==> config.mk <==
export PLATFORM = sky130hd
export DESIGN_NAME = bcd_to_bin_seq
export DESIGN_NICKNAME = d
export VERILOG_FILES = /design/src/rtl/bcd_pkg.sv /design/src/rtl/bcd_mac10.sv /design/src/rtl/bcd_to_bin_seq.sv
export SDC_FILE = /design/constraint.sdc
export NUM_CORES = 1
export LEC_CHECK = 0
export CAP_MARGIN = 20
export CORE_UTILIZATION = 44
export DETAILED_ROUTE_END_ITERATION = 10
export PLACE_DENSITY = 0.75
export SYNTH_ARGS = -nofsm -noshare
export SYNTH_HDL_FRONTEND = slang
export SYNTH_SLANG_ARGS = --single-unit
==> constraint.sdc <==
create_clock -name clk -period 2.2 [get_ports clk]
set_clock_uncertainty 0.05 [all_clocks]
set_input_delay 0.22 -clock clk [delete_from_list [all_inputs] [get_ports clk]]
set_output_delay 0.22 -clock clk [all_outputs]
set_load 0.005 [all_outputs]
==> src/rtl/bcd_pkg.sv <==
// Shared types and helpers for the BCD-to-binary converter: FSM states and digit validity.
// No timing behaviour of its own; purely declarations.
package bcd_pkg;

    typedef enum logic [1:0] {
        IDLE = 2'd0,
        CONV = 2'd1,
        DONE = 2'd2
    } state_t;

    localparam logic [3:0] BCD_MAX = 4'd9;

    function automatic logic bcd_digit_ok(input logic [3:0] nibble);
        return nibble <= BCD_MAX;
    endfunction

endpackage

==> src/rtl/bcd_mac10.sv <==
// Combinational acc*10 + d using shifts and adds, truncated to BIN_W.
// Zero latency, no flow control.
module bcd_mac10 #(
    parameter int BIN_W = 7
) (
    input  logic [BIN_W-1:0] acc_i,
    input  logic [3:0]       d_i,
    output logic [BIN_W-1:0] acc_o
);

    assign acc_o = (acc_i << 3) + (acc_i << 1) + BIN_W'(d_i);

endmodule

==> src/rtl/bcd_to_bin_seq.sv <==
// Packed BCD to binary, one digit per clock MSD first; result valid DIGITS edges after accept.
// Result held while out_ready=0; a new word is taken in the same cycle as the output handshake.
module bcd_to_bin_seq
    import bcd_pkg::*;
#(
    parameter int DIGITS = 2,
    parameter int BIN_W  = 7
) (
    input  logic                  clk,
    input  logic                  rst,
    input  logic                  in_valid,
    output logic                  in_ready,
    input  logic [4*DIGITS-1:0]   in_bcd,
    output logic                  out_valid,
    input  logic                  out_ready,
    output logic [BIN_W-1:0]      out_bin,
    output logic                  out_err
);

    localparam int CNT_W = (DIGITS > 1) ? $clog2(DIGITS) : 1;
    localparam logic [CNT_W-1:0] CNT_LAST = CNT_W'(DIGITS - 1);

    state_t                state_q, state_d;
    logic [CNT_W-1:0]      cnt_q, cnt_d;
    logic [4*DIGITS-1:0]   sr_q, sr_d;
    logic [BIN_W-1:0]      acc_q, acc_d;
    logic                  err_q, err_d;
    logic [BIN_W-1:0]      bin_q, bin_d;
    logic                  oerr_q, oerr_d;

    logic [3:0]            digit;
    logic [BIN_W-1:0]      mac_acc;
    logic                  accept;

    assign digit = sr_q[4*DIGITS-1 -: 4];

    bcd_mac10 #(.BIN_W(BIN_W)) u_mac10 (
        .acc_i (acc_q),
        .d_i   (digit),
        .acc_o (mac_acc)
    );

    assign in_ready  = (state_q == IDLE) || ((state_q == DONE) && out_ready);
    assign accept    = in_valid && in_ready;
    assign out_valid = (state_q == DONE);
    assign out_bin   = bin_q;
    assign out_err   = oerr_q;

    always_comb begin
        state_d = state_q;
        cnt_d   = cnt_q;
        sr_d    = sr_q;
        acc_d   = acc_q;
        err_d   = err_q;
        bin_d   = bin_q;
        oerr_d  = oerr_q;

        case (state_q)
            IDLE: ;
            CONV: begin
                acc_d = mac_acc;
                err_d = err_q || !bcd_digit_ok(digit);
                sr_d  = sr_q << 4;
                cnt_d = cnt_q + 1'b1;
                if (cnt_q == CNT_LAST) begin
                    state_d = DONE;
                    // Invalid digits can overflow the accumulator, so the result is forced to 0.
                    bin_d   = err_d ? '0 : acc_d;
                    oerr_d  = err_d;
                end
            end
            DONE: begin
                if (out_ready) begin
                    state_d = IDLE;
                end
            end
            default: state_d = IDLE;
        endcase

        // accept is never true in CONV, so this only overrides IDLE/DONE decisions.
        if (accept) begin
            state_d = CONV;
            sr_d    = in_bcd;
            acc_d   = '0;
            cnt_d   = '0;
            err_d   = 1'b0;
        end
    end

    always_ff @(posedge clk) begin
        if (rst) begin
            state_q <= IDLE;
            cnt_q   <= '0;
            sr_q    <= '0;
            acc_q   <= '0;
            err_q   <= 1'b0;
            bin_q   <= '0;
            oerr_q  <= 1'b0;
        end else begin
            state_q <= state_d;
            cnt_q   <= cnt_d;
            sr_q    <= sr_d;
            acc_q   <= acc_d;
            err_q   <= err_d;
            bin_q   <= bin_d;
            oerr_q  <= oerr_d;
        end
    end

endmodule

==> flow_summary.toml <==
[timing]
rsz0062_at_grt = "no"
setup_viol = 0
maxSlewHeadroom_pct = 69.57
slew_viol_final = 0
final-hold-violation-count = 0
fin_crit_sh_pct = 93.63
period_needed_ns = 2.060
worst_slack_ns = 0.1402
worst_pin_slew_ns = 0.4554
fmax_mhz = 485.5
fin_tns_setup_ns = 0

[routing]
via_per_inst = 5.384
vias = 1066
ant_nets = 0
drc = 0
routed_wl_um = 2629
first_pass_iters = 4
wl_per_cell_um = 13.28
drtIter0Drc = 28

[clocking]
clockBufferDepth = 2
path_clk_slew_ns = 0.14
h-tree-depth = 1
cts_tree = "built"
cts_made_buffers = 3
clock_latency_ns = 0.33
cts_root_buffer = "clkbuf_4"
clock-sinks = 26

[worst_setup_path]
path_max_fanout = 3
worstPathRequired_ns = 2.41
critPathCaptureType = "flop"
worstPathArrival_ns = 2.27
start_kind = "flop"
worstSetupPathType = "flop to flop"

[synthesis]
synthFlopType = "dfxtp_1"
synthTopCellsByArea = "dfxtp_1 41%, a21oi_1 7.8%, ha_1 7.8%"
synth_seq_area_share_pct = 40.59
synth-edff-count = 0
syn_area_per_cell_um2 = 8.845
synth_nets = 167
ys_warn_count = 0
synth_common_cells = "26 x dfxtp_1, 26 x nand2_1, 20 x a21oi_1, 12 x nand3_1"
async_reset_ff_share_pct = 0
synth.largest_area_cell = "dfxtp_1"
synth_area_um2 = 1282
yosysTopAreaCellShare_pct = 40.59
synth_cells = 145
synth_cell_types = 34
ys_seq_elements = 26

[hold_path]
min_path_type = "input pin to flop"

[die]
fp-row-count = 19
die-area_um2 = 3135
initial_utilization_pct = 46.51
core_area_um2 = 2758
die_y_um = 55.99
ios = 22
die_x_um = 55.99

[flow_run]
maxCapViolations = 0

[pwr]
p_leak_nw = 0.5988
power.density_nw_per_um2 = 627.8
peakVddDrop_mv = 0.4899

[final_layout]
diodes = 0
layout.cells.non_filler = 198
fill_cells = 258
area_growth_syn_to_layout_pct = 22.73
layout-drive-gt1-share_pct = 11.38
num-nets-final = 190
utilization_pct = 57.08

[placement]
gp_congestion = 0.7933
io_buffers = 21
dp_slack_ns = 0.03758
hpwl_um = 1948
post-place-cells = 193

[grt]
grt_use_total_pct = 17.06
grt_overflow = 0
grt_max_degree = 20
grt_antenna_before_repair = 0
grt_pass1_wl_um = 4188
grt_pass1_vias = 1024

[run_status]
status = "complete, no violations"
-- sequential cells by signal, summed over array words and instances, names as in the netlist --
name	cells
err_q	1
cnt_q	1
out_bin	7
sr_q	8
out_err	1
state_q	2
acc_q	6
-- per-layer routing --
layer | global-route usage (%) | wire (µm) | up-vias
met4 | 9.408 | 70 | 0
met3 | 2.791 | 120 | 8
met2 | 31.46 | 1318 | 30
met1 | 18.26 | 1120 | 484
met5 | 0 | 0 | -
li1 | - | - | 544
-- metrics by stage --
step / instance area, µm² / hold slack, ns / power (mW)
floorplan: 1282 / 0.3175 / 0.6096
CTS: 1559 / 0.3943 / 0.9893
finish: 1574 / 0.3986 / 0.9882
global route: 1574 / 0.4091 / 1.026
global placement: 1506 / 0.3911 / 0.6573
detailed placement: 1506 / 0.3940 / 0.6620
-- logic make-up after synthesis --
family / synth area share (%)
and+or+nand+nor: 21.95
AOI/OAI and AO/OA: 18.05
DFF: 40.59
buffers and inverters: 5.756
adders and majority gates: 10.93
xor gates and xnor gates: 2.732
-- what timing repair did --
action	in CTS	in global routing
buffers inserted	0	1
setup endpoints to repair	0	1
gates resized for setup	0	4
hold buffers	0	0
-- layout make-up --
class                      instances  area (µm²)  area share (%)
tap                               31       38.79           2.464
inverter                           7       26.28           1.669
multi-input combinational        105       690.7           43.88
timing repair buffer              25       240.2           15.26
sequential                        26       525.5           33.39
clock buffer                       3       22.52           1.431
clock inverter                     1       30.03           1.908
-- worst paths after layout --
check              from          to  slack (ns)  cells after the start
max            acc_q[2]  out_bin[6]        0.14                      7
min reg2reg  out_bin[1]  out_bin[1]        0.41                      2
max reg2reg    acc_q[2]  out_bin[6]        0.14                      7
min           in_bcd[1]     sr_q[1]        0.40                      3
-- critical path, stage by stage (launching register included) --
cell,delay [ns]
dfxtp_2,0.36
fa_1,0.56
inv_1,0.07
fa_2,0.40
nor2b_1,0.11
o21ai_0,0.09
and3_1,0.19
o31ai_2,0.16
-- where the power goes --
part | switching (mW) | internal (mW)
Clock | 0.149 | 0.185
Sequential | 0.0145 | 0.490
Combinational | 0.0808 | 0.0690
Total | 0.244 | 0.744
-- placed cells by master, fill, tap and decap left out, drive strengths merged, types with 2 or more instances in the layout --
master         synthesis  layout
buf                    5       4
clkbuf                 2       3
nand2                 26      26
xnor2                  2       2
inv                    7       7
o21ai                  2       2
nor2                   9       9
dfxtp                 26      26
clkdlybuf4s50          0      21
a311oi                 4       4
a211oi                 2       2
nand3                 12      12
nand3b                 4       4
fa                     2       2
a21oi                 20      20
nand2b                 2       2
xor2                   2       2
ha                     8       8
Power figures use the tool's default switching activity.
